## src/rtl/parity_pipe_if.sv

```systemverilog
// Handshake and data bundle for parity_pipe; the DUT takes the slave modport.
// Extra error-check signals exist only when PARITY_PIPE_CHECK_EN is defined.
interface parity_pipe_if #(
  parameter int DATA_WIDTH = 256,
  parameter int LANE_WIDTH = 8
);
  localparam int NUM_LANES = DATA_WIDTH / LANE_WIDTH;
  localparam int CNT_W     = $clog2(DATA_WIDTH + 1);

  logic                  in_valid;
  logic                  in_ready;
  logic [DATA_WIDTH-1:0] in_data;
  logic                  in_odd;
  logic                  out_valid;
  logic                  out_ready;
  logic [NUM_LANES-1:0]  out_lane_par;
  logic                  out_word_par;
  logic [CNT_W-1:0]      out_ones;
`ifdef PARITY_PIPE_CHECK_EN
  logic [NUM_LANES-1:0]  in_exp_par;
  logic [NUM_LANES-1:0]  out_err_lanes;
  logic [15:0]           err_cnt;
  logic                  err_clr;

  modport master (
    output in_valid, in_data, in_odd, out_ready, in_exp_par, err_clr,
    input  in_ready, out_valid, out_lane_par, out_word_par, out_ones,
           out_err_lanes, err_cnt
  );
  modport slave (
    input  in_valid, in_data, in_odd, out_ready, in_exp_par, err_clr,
    output in_ready, out_valid, out_lane_par, out_word_par, out_ones,
           out_err_lanes, err_cnt
  );
`else
  modport master (
    output in_valid, in_data, in_odd, out_ready,
    input  in_ready, out_valid, out_lane_par, out_word_par, out_ones
  );
  modport slave (
    input  in_valid, in_data, in_odd, out_ready,
    output in_ready, out_valid, out_lane_par, out_word_par, out_ones
  );
`endif
endinterface

```

## src/rtl/parity_pipe.sv

```systemverilog
// Two-stage valid/ready pipeline: per-lane parity, word parity and popcount.
// Optional lane-parity checker and error counter under PARITY_PIPE_CHECK_EN.
module parity_pipe #(
  parameter int DATA_WIDTH = 256,
  parameter int LANE_WIDTH = 8
) (
  input  logic          clk,
  input  logic          rst_n,
  input  logic          enable,
  parity_pipe_if.slave  bus
);
  localparam int NUM_LANES = DATA_WIDTH / LANE_WIDTH;
  localparam int CNT_W     = $clog2(DATA_WIDTH + 1);
  localparam int LCW       = $clog2(LANE_WIDTH + 1);

  logic                           s1_valid;
  logic [NUM_LANES-1:0]           s1_xor;
  logic [NUM_LANES-1:0][LCW-1:0]  s1_cnt;
  logic                           s1_odd;
  logic                           s2_valid;
  logic [NUM_LANES-1:0]           s2_lane_par;
  logic                           s2_word_par;
  logic [CNT_W-1:0]               s2_ones;

  logic                           s1_adv;
  logic                           s2_adv;
  logic [NUM_LANES-1:0]           lane_xor;
  logic [NUM_LANES-1:0][LCW-1:0]  lane_cnt;
  logic [CNT_W-1:0]               ones_sum;

  assign s2_adv      = enable & (~s2_valid | bus.out_ready);
  assign s1_adv      = enable & (~s1_valid | s2_adv);
  assign bus.in_ready = s1_adv;

  always_comb begin
    lane_xor = '0;
    lane_cnt = '0;
    for (int k = 0; k < NUM_LANES; k++) begin
      lane_xor[k] = ^bus.in_data[k*LANE_WIDTH +: LANE_WIDTH];
      for (int b = 0; b < LANE_WIDTH; b++) begin
        lane_cnt[k] = lane_cnt[k] + LCW'(bus.in_data[k*LANE_WIDTH + b]);
      end
    end
  end

  always_comb begin
    ones_sum = '0;
    for (int k = 0; k < NUM_LANES; k++) begin
      ones_sum = ones_sum + CNT_W'(s1_cnt[k]);
    end
  end

  always_ff @(posedge clk or negedge rst_n) begin
    if (!rst_n) begin
      s1_valid <= 1'b0;
      s1_xor   <= '0;
      s1_cnt   <= '0;
      s1_odd   <= 1'b0;
    end else if (s1_adv) begin
      s1_valid <= bus.in_valid;
      s1_xor   <= lane_xor;
      s1_cnt   <= lane_cnt;
      s1_odd   <= bus.in_odd;
    end
  end

  // Odd mode is folded in here so stage 1 stays a pure reduction.
  always_ff @(posedge clk or negedge rst_n) begin
    if (!rst_n) begin
      s2_valid    <= 1'b0;
      s2_lane_par <= '0;
      s2_word_par <= 1'b0;
      s2_ones     <= '0;
    end else if (s2_adv) begin
      s2_valid    <= s1_valid;
      s2_lane_par <= s1_xor ^ {NUM_LANES{s1_odd}};
      s2_word_par <= (^s1_xor) ^ s1_odd;
      s2_ones     <= ones_sum;
    end
  end

  assign bus.out_valid    = s2_valid;
  assign bus.out_lane_par = s2_lane_par;
  assign bus.out_word_par = s2_word_par;
  assign bus.out_ones     = s2_ones;

`ifdef PARITY_PIPE_CHECK_EN
  logic [NUM_LANES-1:0] s1_exp;
  logic [NUM_LANES-1:0] s2_err;
  logic [15:0]          err_cnt_q;
  logic                 out_pop;

  assign out_pop = s2_adv & s2_valid;

  always_ff @(posedge clk or negedge rst_n) begin
    if (!rst_n) begin
      s1_exp <= '0;
      s2_err <= '0;
    end else begin
      if (s1_adv) s1_exp <= bus.in_exp_par;
      if (s2_adv) s2_err <= (s1_xor ^ {NUM_LANES{s1_odd}}) ^ s1_exp;
    end
  end

  // Clear has priority; the counter saturates instead of wrapping.
  always_ff @(posedge clk or negedge rst_n) begin
    if (!rst_n) begin
      err_cnt_q <= '0;
    end else if (bus.err_clr) begin
      err_cnt_q <= '0;
    end else if (out_pop && (|s2_err) && (err_cnt_q != 16'hFFFF)) begin
      err_cnt_q <= err_cnt_q + 16'd1;
    end
  end

  assign bus.out_err_lanes = s2_err;
  assign bus.err_cnt       = err_cnt_q;
`endif

endmodule

```

## src/flat_wrapper.sv

```systemverilog
// flat-port wrapper written by rule: the top's interface ports become plain ports
module parity_pipe_flat 
#(
  parameter int DATA_WIDTH = 256,
  parameter int LANE_WIDTH = 8
)
  (clk, rst_n, enable, bus_in_valid, bus_in_data, bus_in_odd, bus_out_ready, bus_in_ready, bus_out_valid, bus_out_lane_par, bus_out_word_par, bus_out_ones);
  parity_pipe_if #(.DATA_WIDTH(DATA_WIDTH), .LANE_WIDTH(LANE_WIDTH)) bus_i ();
  input  logic clk;
  input  logic rst_n;
  input  logic enable;
  input wire logic [$bits(bus_i.in_valid)-1:0] bus_in_valid;
  input wire logic [$bits(bus_i.in_data)-1:0] bus_in_data;
  input wire logic [$bits(bus_i.in_odd)-1:0] bus_in_odd;
  input wire logic [$bits(bus_i.out_ready)-1:0] bus_out_ready;
  output wire logic [$bits(bus_i.in_ready)-1:0] bus_in_ready;
  output wire logic [$bits(bus_i.out_valid)-1:0] bus_out_valid;
  output wire logic [$bits(bus_i.out_lane_par)-1:0] bus_out_lane_par;
  output wire logic [$bits(bus_i.out_word_par)-1:0] bus_out_word_par;
  output wire logic [$bits(bus_i.out_ones)-1:0] bus_out_ones;
  assign bus_i.in_valid = bus_in_valid;
  assign bus_i.in_data = bus_in_data;
  assign bus_i.in_odd = bus_in_odd;
  assign bus_i.out_ready = bus_out_ready;
  assign bus_in_ready = bus_i.in_ready;
  assign bus_out_valid = bus_i.out_valid;
  assign bus_out_lane_par = bus_i.out_lane_par;
  assign bus_out_word_par = bus_i.out_word_par;
  assign bus_out_ones = bus_i.out_ones;
  parity_pipe #(.DATA_WIDTH(DATA_WIDTH), .LANE_WIDTH(LANE_WIDTH)) u_core (.clk(clk), .rst_n(rst_n), .enable(enable), .bus(bus_i));
endmodule
```

## config.mk

```make
export PLATFORM = sky130hd
export DESIGN_NAME = parity_pipe_flat
export DESIGN_NICKNAME = d
export VERILOG_FILES = /design/src/rtl/parity_pipe_if.sv /design/src/rtl/parity_pipe.sv /design/src/flat_wrapper.sv
export SDC_FILE = /design/constraint.sdc
export NUM_CORES = 1
export LEC_CHECK = 0
export CAP_MARGIN = 5
export CELL_PAD_IN_SITES_DETAIL_PLACEMENT = 1
export CELL_PAD_IN_SITES_GLOBAL_PLACEMENT = 2
export CORE_MARGIN = 10
export CORE_UTILIZATION = 37
export DETAILED_ROUTE_END_ITERATION = 8
export HOLD_SLACK_MARGIN = 0.05
export PLACE_DENSITY_LB_ADDON = 0.2
export REMOVE_ABC_BUFFERS = 1
export SLEW_MARGIN = 15
export SYNTH_ARGS = -nofsm -noshare
export SYNTH_HDL_FRONTEND = slang
export SYNTH_SLANG_ARGS = --single-unit
```

## constraint.sdc

```tcl
create_clock -name clk -period 16.6 [get_ports clk]
set_input_delay 1.66 -clock clk [delete_from_list [all_inputs] [get_ports clk]]
set_output_delay 1.66 -clock clk [all_outputs]
set_load 0.02 [all_outputs]
```

Yosys cells after proc, flatten, opt, wreduce, memory -nomap -nowiden
Cells that the tools add are included.
{ "word_totals": {"word_cells": 335, "reg_bits": 205} }
{ "op_classes": {"addsub": 255, "reduce_logical": 33, "bitwise_logic": 8} }
{ "op_table": {"columns": ["op", "n"], "rows": [
  ["$add 4x1->4", 192],
  ["$add 9x4->9", 30],
  ["$reduce_xor 8->1", 32],
  ["$add 1x1->2", 32],
  ["$reduce_xor 32->1", 1],
  ["$xor 32x32->32", 1],
  ["$add 4x4->5", 1],
  ["$and 1x1->1", 2],
  ["$not 1->1", 2],
  ["$or 1x1->1", 2],
  ["$xor 1x1->1", 1]
]} }

Depth between registers and ports, before layout
{ "logic_depth": {"word_depth": 31, "ltp_mapped": 23, "depth_no_buf": 23} }

Worst setup path before layout
Ideal clock, no wire load.
{ "synth_timing": {"kind": "register to register", "startpoint": "register u_core.s1_cnt[1] in the netlist's numbering", "endpoint": "register u_core.s2_ones[7] (netlist: u_core.bus.out_ones[7])", "stages_incl_launch_ff": 24, "synth_period_minus_slack_ps": 6652, "path_slack_ps": 9948, "arrival_ps": 6525, "path_cell_list": "dfrtp_1 > ha_1 > a21o_1 > a21oi_1 > xnor2_1 > fa_1 > inv_1 > fa_1 > fa_1 > inv_1 > fa_1 > fa_1 > fa_1 > fa_1 > inv_1 > fa_1 > inv_1 > ha_1 > a21o_1 > a21oi_1 > o21bai_1 > a21oi_1 > xor2_1 > o21ai_0"} }
{ "synth_between": {"elab_chain_cells": 31} }
{ "synth_lines": {"columns": ["item", "line_no", "rtl"], "rows": [
  ["start, declared", "parity_pipe.sv:18", "logic [NUM_LANES-1:0][LCW-1:0] s1_cnt;"],
  ["start signal, assigned", "parity_pipe.sv:62", "s1_cnt <= lane_cnt;"],
  ["$add 4x4->5", "parity_pipe.sv:49", "ones_sum = ones_sum + CNT_W'(s1_cnt[k]);"],
  ["$add 9x4->9 (30 in a row)", "parity_pipe.sv:49", null],
  ["end signal, assigned", "parity_pipe.sv:78", "s2_ones <= ones_sum;"],
  ["end, declared", "parity_pipe.sv:23", "logic [CNT_W-1:0] s2_ones;"]
]} }
No other way between the ends.
A chain may end at the register's enable or synchronous reset.

Worst setup path after layout
Same ends and word-level chain as after synthesis.

==> metrics <==
Synth area leaders=dfrtp_1 (28%), fa_1 (27%), xnor2_1 (12%); met2 Resource Use GR=0.306; Cells after Synth=1910; setup bufs post-CTS=0; Core Area=50000 um2; Critical Path End Type=flip-flop; routed len/inst=16.9 um; first-pass GRT wire length=81.0 mm; global-route usage over all layers=0.169; Final min period=6.97 ns; IO Pins=306; GRT overflow=0; warnings from Yosys=0; met3 GRT Util=0.0206; Final Hold Fails=0; Site Rows=82; Synth Area per Inst=9.74 um2; register area share after synthesis=0.276; Worst Skew=roughly 0.010 ns; Final ANT Viol Nets=0; Required @ worst endpoint=16.98 ns; Fill cells=between 5000 and 6000; status=finished, final reports clean; slowest CP cell=fa_1; H-tree levels=1; Max-Cap Viols=0; WHS Path Cells=2; Starting DRT DRC Count=370; Seq cells post-synth=205; routed wire length=just under 50 mm; Fmax achieved=about 140 MHz; crit path DAT=7.35 ns; crit start category=flip-flop; Hold Path Class=reg -> reg; Crit path top cell by count=fa_1; Final GP Congestion=a little under 0.8; critical-path maximum fanout=3; Max Root-Sink Buffers=3; worst reg2reg setup slack=between 9 and 10 ns; routed vias/inst=approximately 4.4; die height=approximately 240 um; largest net degree at the start of global routing=98; clock latency on the worst-skew pair=0.55 ns; IO Port Bufs=305; TritonCTS buffer count=27; CTS root buffer=clkbuf_16; area of the multi-input gates=11500 um2; CTS tree=built; crit path cell chain=ha_1 -> a21o_1 -> a21oi_1 -> xnor2_1 -> fa_1 -> inv_1 -> fa_1 -> fa_1 -> inv_1 -> fa_1 -> fa_1 -> fa_1 -> fa_1 -> inv_1 -> fa_1 -> inv_1 -> ha_1 -> a21o_1 -> a21oi_1 -> o21bai_1 -> a21oi_1 -> xor2_1 -> o21ai_0; area share of the largest cell type after synthesis=0.276; CP max stage delay=0.55 ns; final setup TNS=0 ns; total die area=59700 um2; vias in the first global route=about 15000; RSZ-0062 raised after global routing=no; Cell variety after synth=27; share of layout cells above drive strength 1=0.0261; period utilization=0.420; Vias=12900; initial antenna violation count=0; Rel. slew slack=0.277; hold_buf cts=0; first drt pass iteration count=4; synthesized area=18600 um2; DRC=0; PostCTS Resize Cnt=0; register area=5130 um2; Initial Utilization=0.372; nets=roughly 2800; clock-pin slew on the worst setup and hold paths=around 0.060 ns; Area Growth Syn to Fin=24.9%; met1 global-route usage=0.214; hpwl dp=41.1 mm; antenna cells=0; GRT busiest layer=met2; clock sinks=205; FF-to-FF path depth=23; WS Path Type=reg -> reg; setup violators final=0; die width=244 um; area leader, netlist=dfrtp_1; Slew Viols, Final=0; slew at the pin closest to its max-slew limit=1.08 ns
==> sequential cells by signal (all words and copies together) (netlist names) <==
| signal | flops |
|---|---|
| u_core.s1_odd | 1 |
| u_core.bus.out_word_par | 1 |
| u_core.s1_valid | 1 |
| u_core.bus.out_ones | 9 |
| u_core.bus.out_valid | 1 |
| u_core.s1_cnt | 128 |
| u_core.s1_xor | 32 |
| u_core.bus.out_lane_par | 32 |
==> cells in the final DEF (no fill, tap or decap), types with 12 or more instances in the layout <==
master,Yosys,layout
inv_1,480,480
clkdlybuf4s50_1,0,304
xnor2_1,262,262
nand2_1,258,257
fa_1,248,248
dfrtp_1,205,204
o21ai_0,174,174
ha_1,127,127
a21o_1,35,35
xor2_1,30,30
clkbuf_16,0,27
a21oi_1,12,12
==> cell type report <==
class	instances	area share
clock inverter	9	0.00328
sequential	205	0.221
inverter	481	0.0778
clock buffer	40	0.0338
multi-input combinational	1176	0.494
tap	672	0.0362
timing repair buffer	312	0.134
==> layer usage <==
metal  up-vias  wire length [um]
met5         -                 0
met4         0               546
met3        34              1750
met2       170             25300
met1      6472             21400
li1       6199                 -
==> synthesized netlist by cell type <==
| library cell | instances |
|---|---|
| o21a_1 | 1 |
| inv_1 | 480 |
| o21bai_1 | 2 |
| nor2b_1 | 1 |
| inv_2 | 1 |
| o211ai_1 | 1 |
| nor2_1 | 6 |
| buf_1 | 2 |
| nand2_1 | 258 |
| o21ai_0 | 174 |
| fa_1 | 248 |
| o21ai_1 | 2 |
| a21o_1 | 35 |
| xnor3_1 | 1 |
| clkbuf_1 | 28 |
| xor2_1 | 30 |
| mux2_2 | 1 |
| or2_2 | 2 |
| buf_2 | 18 |
| nand2b_1 | 1 |
| dfrtp_1 | 205 |
| ha_1 | 127 |
| o2111ai_1 | 1 |
| nand3_1 | 10 |
| xnor2_2 | 1 |
| a21oi_1 | 12 |
| xnor2_1 | 262 |
==> worst max-delay path: cells and delay by family, from the launching register on <==
| family | cells | cell delay (ns) |
|---|---|---|
| AOI/OAI and AO/OA | 7 | 1.09 |
| xor gates and xnor gates | 2 | 0.27 |
| adders and majority gates | 10 | 4.83 |
| buffers and inverters | 4 | 0.20 |
| DFF | 1 | 0.40 |
==> kinds of logic (layout without fill, tap and decap cells) <==
family,count (synthesis),in the layout,synth area share
buf+inv,529,842,0.108
fa+ha+maj,375,375,0.352
xor+xnor,294,294,0.140
simple gates,278,278,0.0573
compound gates,228,228,0.0668
flops,205,205,0.276
mux,1,1,0.000605
==> final timing paths <==
check                                                  from                          end
max in group asynchronous                             rst_n                u_core.s1_odd
worst max-delay path                       u_core.s1_cnt[1]       u_core.bus.out_ones[7]
worst min register to register  u_core.bus.out_lane_par[26]  u_core.bus.out_lane_par[26]
worst min-delay path            u_core.bus.out_lane_par[26]  u_core.bus.out_lane_par[26]
worst max register to register             u_core.s1_cnt[1]       u_core.bus.out_ones[7]
min in group asynchronous                             rst_n   u_core.bus.out_lane_par[0]
==> per-stage QoR <==
stage	cells	worst slack, ns	utilization	area (um2)	hold WS, ns
6_report	2895	9.63	0.465	23200	0.477
4_1_cts	2895	9.58	0.465	23200	0.483
2_1_floorplan	1862	5.85	-	18400	0.450
3_5_place_dp	2846	9.58	0.448	22400	0.470
3_3_place_gp	2846	9.65	0.448	22400	0.461
5_1_grt	2895	9.30	0.465	23200	0.505
Power is left out: the tool's default activity adds up to more than one toggle a clock period on the data nets, which glitch-free logic cannot reach.
